$ cat config.mk
export PLATFORM = sky130hd
export DESIGN_NAME = rv32i_imem_port_arbiter
export DESIGN_NICKNAME = d
export VERILOG_FILES = /design/src/rtl/rv32i_imem_arb_pkg.sv /design/src/rtl/rv32i_imem_arb_timeout.sv /design/src/rtl/rv32i_imem_port_arbiter.sv
export SDC_FILE = /design/constraint.sdc
export NUM_CORES = 1
export LEC_CHECK = 0
export ABC_AREA = 1
export CAP_MARGIN = 20
export CORE_AREA = 4 4 139 141
export DETAILED_ROUTE_END_ITERATION = 10
export DIE_AREA = 0 0 143 145
export PLACE_DENSITY = 0.74
export SYNTH_ARGS = -nofsm -noshare
export SYNTH_HDL_FRONTEND = slang
export SYNTH_SLANG_ARGS = --single-unit
$ cat constraint.sdc
create_clock -name i_clk -period 4.52 [get_ports i_clk]
set_input_delay 0.904 -clock i_clk [delete_from_list [all_inputs] [get_ports i_clk]]
set_output_delay 0.904 -clock i_clk [all_outputs]
set_load 0.02 [all_outputs]
$ cat src/rtl/rv32i_imem_arb_pkg.sv
// Shared types and widths for the instruction-memory port arbiter.
package rv32i_imem_arb_pkg;

    localparam int unsigned ADDR_W = 32;
    localparam int unsigned DATA_W = 32;

    typedef enum logic [1:0] {
        IDLE,
        READ,
        WRITE
    } arb_state_e;

    typedef struct packed {
        logic [ADDR_W-1:0] addr;
        logic [DATA_W-1:0] data;
    } wr_req_t;

    function automatic logic [31:0] sat_inc(input logic [31:0] v);
        return (v == 32'hFFFF_FFFF) ? v : v + 32'd1;
    endfunction

endpackage

$ cat src/rtl/rv32i_imem_arb_timeout.sv
// Access watchdog: counts cycles since the grant and flags the last allowed one.
module rv32i_imem_arb_timeout #(
    parameter int unsigned TIMEOUT_CYCLES = 64
) (
    input  logic i_clk,
    input  logic i_rst,
    input  logic i_start,
    input  logic i_en,
    output logic o_expired_c
);

    localparam int unsigned CNT_W = $clog2(TIMEOUT_CYCLES + 1);
    localparam logic [CNT_W-1:0] LAST = CNT_W'(TIMEOUT_CYCLES - 1);

    logic [CNT_W-1:0] cnt;

    // The grant cycle itself counts as the first cycle of the budget.
    always_ff @(posedge i_clk) begin
        if (i_rst) begin
            cnt <= '0;
        end else if (i_start) begin
            cnt <= CNT_W'(1);
        end else if (i_en && (cnt != LAST)) begin
            cnt <= cnt + CNT_W'(1);
        end
    end

    assign o_expired_c = i_en && (cnt == LAST);

endmodule

$ cat src/rtl/rv32i_imem_port_arbiter.sv
// Shares the single instruction-memory port between fetch reads and loader writes.
// Define IMEM_ARB_PERF_EN to build the o_perf_* completion counters.
module rv32i_imem_port_arbiter
    import rv32i_imem_arb_pkg::*;
#(
    parameter int unsigned MAX_LOAD_BURST = 4,
    parameter int unsigned TIMEOUT_CYCLES = 64
) (
    input  logic              i_clk,
    input  logic              i_rst,
    input  logic              i_fetch_req,
    input  logic [ADDR_W-1:0] i_fetch_addr,
    output logic              o_fetch_gnt,
    output logic              o_fetch_valid,
    output logic [DATA_W-1:0] o_fetch_data,
    input  logic              i_flush,
    input  logic              i_load_req,
    input  logic [ADDR_W-1:0] i_load_addr,
    input  logic [DATA_W-1:0] i_load_data,
    output logic              o_load_gnt,
    output logic              o_load_done,
    output logic              o_err,
    output logic              o_busy,
    output logic              o_mem_rst,
    output logic              o_mem_rd_en,
    output logic [ADDR_W-1:0] o_mem_rd_addr,
    input  logic [DATA_W-1:0] i_mem_rd_data,
    input  logic              i_mem_rd_valid,
    output logic              o_mem_wr_en,
    output logic [ADDR_W-1:0] o_mem_wr_addr,
    output logic [DATA_W-1:0] o_mem_wr_data,
    input  logic              i_mem_wr_valid,
    output logic [31:0]       o_perf_rd_cnt,
    output logic [31:0]       o_perf_wr_cnt,
    output logic [31:0]       o_perf_kill_cnt
);

    localparam int unsigned BURST_W = 4;

    arb_state_e        state_q, state_d;
    logic [BURST_W-1:0] burst_q, burst_d;
    logic [ADDR_W-1:0] rd_addr_q, rd_addr_d;
    wr_req_t           wr_q, wr_d;
    logic [DATA_W-1:0] fetch_data_q, fetch_data_d;
    logic              fetch_valid_q, fetch_valid_d;
    logic              load_done_q, load_done_d;
    logic              err_q, err_d;
    logic              mem_rst_q, mem_rst_d;
    logic              fetch_gnt_c, load_gnt_c, fetch_wins_c, expired_c;

    // Grants are decided combinationally in IDLE so the requester sees them in its request cycle.
    always_comb begin
        fetch_wins_c = i_fetch_req &&
                       (!i_load_req || (burst_q == BURST_W'(MAX_LOAD_BURST)));
        fetch_gnt_c  = 1'b0;
        load_gnt_c   = 1'b0;
        if ((state_q == IDLE) && !i_rst && !i_flush) begin
            fetch_gnt_c = fetch_wins_c;
            load_gnt_c  = i_load_req && !fetch_wins_c;
        end
    end

    rv32i_imem_arb_timeout #(
        .TIMEOUT_CYCLES(TIMEOUT_CYCLES)
    ) u_timeout (
        .i_clk      (i_clk),
        .i_rst      (i_rst),
        .i_start    (fetch_gnt_c || load_gnt_c),
        .i_en       (state_q != IDLE),
        .o_expired_c(expired_c)
    );

    always_comb begin
        state_d       = state_q;
        rd_addr_d     = rd_addr_q;
        wr_d          = wr_q;
        fetch_data_d  = fetch_data_q;
        fetch_valid_d = 1'b0;
        load_done_d   = 1'b0;
        err_d         = 1'b0;
        mem_rst_d     = 1'b0;
        burst_d       = burst_q;

        case (state_q)
            IDLE: begin
                if (fetch_gnt_c) begin
                    state_d   = READ;
                    rd_addr_d = i_fetch_addr;
                end else if (load_gnt_c) begin
                    state_d   = WRITE;
                    wr_d.addr = i_load_addr;
                    wr_d.data = i_load_data;
                end
            end
            READ: begin
                // A flush beats a same-cycle read valid: the data is dropped.
                if (i_flush) begin
                    state_d   = IDLE;
                    mem_rst_d = 1'b1;
                end else if (i_mem_rd_valid) begin
                    state_d       = IDLE;
                    fetch_data_d  = i_mem_rd_data;
                    fetch_valid_d = 1'b1;
                end else if (expired_c) begin
                    state_d   = IDLE;
                    err_d     = 1'b1;
                    mem_rst_d = 1'b1;
                end
            end
            WRITE: begin
                if (i_mem_wr_valid) begin
                    state_d     = IDLE;
                    load_done_d = 1'b1;
                end else if (expired_c) begin
                    state_d   = IDLE;
                    err_d     = 1'b1;
                    mem_rst_d = 1'b1;
                end
            end
            default: state_d = IDLE;
        endcase

        // Load-burst fairness: only counts loads that overtook a waiting fetch.
        if (!i_fetch_req || fetch_gnt_c) begin
            burst_d = '0;
        end else if (load_gnt_c && (burst_q != '1)) begin
            burst_d = burst_q + BURST_W'(1);
        end
    end

    always_ff @(posedge i_clk) begin
        if (i_rst) begin
            state_q       <= IDLE;
            burst_q       <= '0;
            rd_addr_q     <= '0;
            wr_q          <= '0;
            fetch_data_q  <= '0;
            fetch_valid_q <= 1'b0;
            load_done_q   <= 1'b0;
            err_q         <= 1'b0;
            mem_rst_q     <= 1'b0;
        end else begin
            state_q       <= state_d;
            burst_q       <= burst_d;
            rd_addr_q     <= rd_addr_d;
            wr_q          <= wr_d;
            fetch_data_q  <= fetch_data_d;
            fetch_valid_q <= fetch_valid_d;
            load_done_q   <= load_done_d;
            err_q         <= err_d;
            mem_rst_q     <= mem_rst_d;
        end
    end

    assign o_fetch_gnt   = fetch_gnt_c;
    assign o_load_gnt    = load_gnt_c;
    assign o_fetch_valid = fetch_valid_q;
    assign o_fetch_data  = fetch_data_q;
    assign o_load_done   = load_done_q;
    assign o_err         = err_q;
    assign o_busy        = (state_q != IDLE);
    assign o_mem_rst     = i_rst || mem_rst_q;
    assign o_mem_rd_en   = (state_q == READ);
    assign o_mem_rd_addr = rd_addr_q;
    assign o_mem_wr_en   = (state_q == WRITE);
    assign o_mem_wr_addr = wr_q.addr;
    assign o_mem_wr_data = wr_q.data;

`ifdef IMEM_ARB_PERF_EN
    logic [31:0] perf_rd_q, perf_wr_q, perf_kill_q;

    always_ff @(posedge i_clk) begin
        if (i_rst) begin
            perf_rd_q   <= '0;
            perf_wr_q   <= '0;
            perf_kill_q <= '0;
        end else begin
            if (fetch_valid_d) perf_rd_q <= sat_inc(perf_rd_q);
            if (load_done_d) perf_wr_q <= sat_inc(perf_wr_q);
            if ((state_q == READ) && i_flush) perf_kill_q <= sat_inc(perf_kill_q);
        end
    end

    assign o_perf_rd_cnt   = perf_rd_q;
    assign o_perf_wr_cnt   = perf_wr_q;
    assign o_perf_kill_cnt = perf_kill_q;
`else
    assign o_perf_rd_cnt   = '0;
    assign o_perf_wr_cnt   = '0;
    assign o_perf_kill_cnt = '0;
`endif

endmodule

==> impl_metrics.ini, run 1 <==
[global_routing]
grt_usage = 0.156
overflow = 0
grt_util_met1 = 0.190
grt_max_degree = 101
grtUsageMet2 = 0.257
antenna_found_initial = 0
use_met3 = 0.0540
grt_pass1_vias = 5122
busiest_layer = met2
grt_pass1_wl_um = 26200

[layout]
fillers = 1766
syn_to_final_growth_pct = 49.6
antennaDiodeCount = 0
drive_gt1_frac = 0.0469
nets = 1194
final_cells = 1294

[synth]
ys_warn_count = 0
synth-seq-cells = 145
synth_seq_area_share = 0.472
syn_inst = 798
synth-edff-count = 0
avgSynthCellArea_um2 = 7.70
syn_area_mm2 = 0.00615
ys.flop_type = dfxtp_1
ys_types = 24
synthArstFlopShare = 0

[sta]
slew_viol_final = 0
setup_viol = 0
worst_slew_pin_slew_ns = 0.931
period_share = 0.772
slew_headroom = 0.379
finalClockSkew_ns = 0.00874
tns_ns = 0
max_freq_ghz = 0.287
rsz0062_at_grt = no
hold_viol = 0
min_period_ns = 3.49

[clock_tree]
postCtsHoldBufs = 0
cts_buffers = 17
tritoncts = built
post-cts-setup-buffers = 0
ctsHtreeMaxLevel = 4
ctsResizeCount = 0
clkSinkCount = 145
clock_path_buffers = 2
cts_root_buf = clkbuf_16
clkTransAtPathRegs_ns = 0.06
clk_latency_ns = 0.41

[route]
drt_iter0_drc = 267
drtPass1Iterations = 5
finalWirelength_um = 17200
wire_per_inst_um = 13.3
via_per_inst = 4.32
drc_errors = 0
vias = 5584
antenna_left = 0

[min_path]
min_path_cells = 2
hold_end = o_fetch_data[18]$_SDFFE_PP0P_
holdCritPathClass = reg -> reg
hold_start = o_fetch_data[18]$_SDFFE_PP0P_

[job]
maxCapViolCount = 0

[power]
power_switching_uw = 900
comb_power_share = 0.164
power_density_mw_per_mm2 = 360
seq_power_share = 0.411
vdd_drop_max_mv = 0.246
p_sw_frac = 0.272
internal_power_uw = 2410
p_leak_uw = 0.00353
clkPwrFrac = 0.425

[placed_design]
routabilityCongestion = 0.820
dpl.hpwl_um = 12600
dp_cells = 1262
portBuffers = 271

[die]
num_rows = 49
dieWidth_um = 143
design.core.area_mm2 = 0.0180
dieArea_mm2 = 0.0207
die_h_um = 145
start_util = 0.342
io_pins = 368

[setup_path]
cp.required_ns = 3.62
r2r_start = state_q[1]$_SDFFE_PP0P_
rr_worst_depth = 11
critPathKind = in -> out
r2r_slack_ns = 2.28
cp-start-kind = input pin
critPathLaunch = i_load_req
arrival_ns = 2.58
reg2reg_to = burst_q[2]$_SDFFE_PP0P_
cp_max_fo = 5
worstSetupEndpointType = output pin

[status]
status = completed
[power by group through the flow]
stage / combinational [µW] / sequential (µW) / clock (µW)
after floorplan: 301 / 1440 / 0
after global placement: 536 / 1380 / 0
after detailed placement: 542 / 1390 / 0
after CTS: 544 / 1360 / 1450
after global routing: 589 / 1360 / 1500
final: 542 / 1360 / 1410
[synth_stat cells, types with 2 or more instances]
cell | number | area [µm²]
dfxtp_1 | 145 | 2900
nor2_1 | 140 | 526
nand2_1 | 106 | 398
buf_4 | 99 | 743
a21oi_1 | 75 | 375
o21ai_0 | 63 | 315
inv_1 | 54 | 203
o21ai_1 | 40 | 200
clkbuf_1 | 21 | 78.8
nand3_1 | 12 | 60.1
buf_2 | 8 | 40.0
buf_6 | 8 | 90.1
ha_1 | 7 | 87.6
nand4_1 | 5 | 31.3
inv_2 | 3 | 11.3
buf_1 | 2 | 7.51
nand2_2 | 2 | 12.5
nand3b_1 | 2 | 15.0
[stage by stage]
stage / util / instance area [µm²] / hold WS (ns) / power (µW) / setup slack [ns]
floorplan: - / 6500 / 0.438 / 1740 / 2.01
global placement: 0.479 / 8600 / 0.431 / 1920 / 1.04
detailed placement: 0.479 / 8600 / 0.436 / 1930 / 1.00
CTS: 0.512 / 9200 / 0.445 / 3350 / 1.00
global route: 0.512 / 9200 / 0.463 / 3450 / 0.949
finish: 0.512 / 9200 / 0.442 / 3310 / 1.03
[critical path: stages]
cell             delay [ns]
clkdlybuf4s50_1        0.51
inv_1                  0.08
nor3_4                 0.25
nand2_2                0.12
inv_2                  0.07
clkdlybuf4s50_1        0.65
[flip-flops by register name, indices dropped and copies added (netlist names)]
register and cells:
burst_q 4, mem_rst_q 1, o_err 1, o_fetch_data 32
o_fetch_valid 1, o_load_done 1, o_mem_rd_addr 32, o_mem_wr_addr 32
o_mem_wr_data 32, state_q 2, u_timeout.cnt 7
[cell type report]
class	instances	area [µm²]	area share
Sequential cell	145	2900	0.316
Timing Repair Buffer	278	2770	0.301
Clock inverter	14	155	0.0169
Multi-Input combinational cell	553	2430	0.265
Tap cell	229	287	0.0312
Clock buffer	18	439	0.0478
Inverter	57	214	0.0233
[worst max path at each step]
stage	endpoint	slack [ns]	cells past startpoint
after global routing	o_load_gnt	0.95	6
after CTS	o_load_gnt	1.0	6
after floorplan	o_fetch_gnt	2.01	6
final	o_load_gnt	1.03	6
after detailed placement	o_load_gnt	1.0	6
after global placement	o_load_gnt	1.04	6
[per-layer routing]
metal / vias up / share of wire
met4: 0 / 0.016
met2: 214 / 0.47
met5: - / 0
li1: 2844 / -
met3: 19 / 0.091
met1: 2507 / 0.42
[cell families after synthesis]
group	after synthesis	synth area share
AOI/OAI and AO/OA	178	0.145
xor gates and xnor gates	1	0.00142
adders and majority gates	7	0.0142
buffers and inverters	195	0.191
DFF	145	0.472
other	1	0.000610
and+or+nand+nor	271	0.176
[cell usage in the layout (no fill, tap or decap)]
cell and n:
clkdlybuf4s50_1 271, dfxtp_1 145, nor2_1 140, nand2_1 106, conb_1 96, a21oi_1 75, o21ai_0 63, inv_1 53
o21ai_1 40, clkbuf_16 17, nand3_1 11, ha_1 7, buf_4 7, nand4_1 5, inv_2 4, clkinv_4 4
clkinv_2 3, inv_6 3, nand2_2 2, nand3_2 2, nand3b_1 2, bufinv_16 2, nor2_2 1, nor3_4 1
or2_2 1, xor2_1 1, clkinvlp_4 1, clkbuf_8 1, inv_8 1
(Power assumes the default switching activity.)
==> run 2, diff against run 1 <==
--- a/config.mk
+++ b/config.mk
@@ -7,10 +7,10 @@
 export LEC_CHECK = 0
 export ABC_AREA = 1
 export CAP_MARGIN = 20
-export CORE_AREA = 4 4 139 141
+export CORE_MARGIN = 4
+export CORE_UTILIZATION = 34
 export DETAILED_ROUTE_END_ITERATION = 10
-export DIE_AREA = 0 0 143 145
-export PLACE_DENSITY = 0.74
+export PLACE_DENSITY = 0.77
 export SYNTH_ARGS = -nofsm -noshare
 export SYNTH_HDL_FRONTEND = slang
 export SYNTH_SLANG_ARGS = --single-unit
==> constraint.sdc (replaced) <==
create_clock -name i_clk -period 2.9 [get_ports i_clk]
set_input_delay 0.58 -clock i_clk [delete_from_list [all_inputs] [get_ports i_clk]]
set_output_delay 0.58 -clock i_clk [all_outputs]
set_load 0.02 [all_outputs]
==> impl_metrics.ini, run 2 (same netlist as run 1, synthesis figures left out) <==
[power]
power_uw = 5310
power_density_mw_per_mm2 = 573
p_leak_uw = 0.00359
vdd_drop_max_mv = 0.444

[clock_tree]
cts_buffers = 17
tritoncts = built
clkSinkCount = 145
ctsHtreeMaxLevel = 4
clkTransAtPathRegs_ns = 0.06
cts_root_buf = clkbuf_16
clk_latency_ns = 0.41
clock_path_buffers = 2

[die]
design.core.area_mm2 = 0.0175
start_util = 0.351
num_rows = 48
die_h_um = 142
io_pins = 368
dieArea_mm2 = 0.0203
dieWidth_um = 142

[route]
drt_iter0_drc = 247
drc_errors = 0
vias = 5575
wire_per_inst_um = 13.2
via_per_inst = 4.32
drtPass1Iterations = 4
finalWirelength_um = 17100
antenna_left = 0

[setup_path]
cp.required_ns = 2.32
cp_max_fo = 3
arrival_ns = 1.88
cp-start-kind = input pin
path_buf_inv = 2
crit_family = buffers and inverters
worstPathCellList = clkdlybuf4s50_1 > or2_2 > clkdlybuf4s50_1
critPathKind = in -> out
worstSetupEndpointType = output pin
cp_slowest_cell = clkdlybuf4s50_1
cp_slowest_stage_delay_ns = 0.55
crit_top_cell = clkdlybuf4s50_1

[layout]
final_common_cell = clkdlybuf4s50_1
final_cells = 1291
syn_to_final_growth_pct = 50.5
antennaDiodeCount = 0
final_core_util = 0.528
layout_common_cells = clkdlybuf4s50_1, dfxtp_1, nor2_1, nand2_1, conb_1
nets = 1195
drive_gt1_frac = 0.0488

[global_routing]
grt_pass1_vias = 5007
grt_usage = 0.156
grt_max_degree = 101
grt_pass1_wl_um = 25600
antenna_found_initial = 0
overflow = 0

[sta]
rsz0062_at_grt = no
hold_viol = 0
period_share = 0.848
setup_viol = 0
slew_viol_final = 0
min_period_ns = 2.46
finalClockSkew_ns = 0.00735
tns_ns = 0
fin_ws_ns = 0.440
worst_slew_pin_slew_ns = 0.932
max_freq_ghz = 0.407
slew_headroom = 0.379

[placed_design]
dp_cells = 1259
routabilityCongestion = 0.781
portBuffers = 271
dpl.hpwl_um = 12300
pre_cts_ws_ns = 0.130

[min_path]
holdCritPathClass = reg -> reg

[status]
status = completed

[job]
maxCapViolCount = 0
## run 2: cell types whose count changed in the layout (fill, tap and decap cells not counted)
cell	delta
clkinv_4	-2
clkbuf_8	-1
dlymetal6s2s_1	+2
clkinv_2	-1
ha_1	-1
inv_8	-1
inv_6	+2
buf_12	+1
bufinv_16	+2
clkdlybuf4s50_1	-2
clkinvlp_4	+1
ha_2	+1
## run 2: routing by layer
metal,routed length (µm),part of all wire,track usage
met5,0,0,0
met1,6850,0.40,0.185
met3,1550,0.091,0.0605
met2,8470,0.50,0.261
met4,214,0.013,0.0450
## run 2: repair_timing
item / CTS / global route
gates cloned: 0 / 0
setup endpoints to repair: 1 / 2
buffers inserted: 0 / 0
resized for setup: 1 / 2
endpoints found under the hold margin: 0 / 0
hold buffers: 0 / 0
## run 2: power breakdown
group | switching [µW] | internal [µW]
clock network | 888 | 1450
registers | 46.2 | 2070
logic | 468 | 380
total | 1400 | 3900
## run 2: worst paths after layout
check | to | slack [ns] | cells after the start | startpoint
worst max register to register | o_mem_wr_data[16]$_SDFFE_PP0P_ | 0.79 | 10 | burst_q[0]$_SDFFE_PP0P_
worst max-delay path | o_mem_rst | 0.44 | 3 | i_rst
worst min register to register | o_fetch_data[28]$_SDFFE_PP0P_ | 0.44 | 2 | o_fetch_data[28]$_SDFFE_PP0P_
worst min-delay path | o_fetch_data[28]$_SDFFE_PP0P_ | 0.44 | 2 | o_fetch_data[28]$_SDFFE_PP0P_
## run 2: area by class of cell
class / count / area (µm²)
Sequential cell: 145 / 2900
Inverter: 57 / 214
Tap cell: 225 / 282
Timing Repair Buffer: 279 / 2790
Clock buffer: 17 / 425
Multi-Input combinational cell: 553 / 2440
Clock inverter: 15 / 206
Fill cell: 1672 / 8280
## run 2: stage by stage
stage	hold WS (ns)	instance area, µm²
CTS	0.445	9250
detailed placement	0.435	8620
global placement	0.431	8620
finish	0.442	9260
global route	0.463	9260
floorplan	0.438	6500
## run 2: tightest hold or removal path, stage by stage, from the launching register on
cell     delay [ns]
dfxtp_1        0.31
inv_1          0.04
a21oi_1        0.04
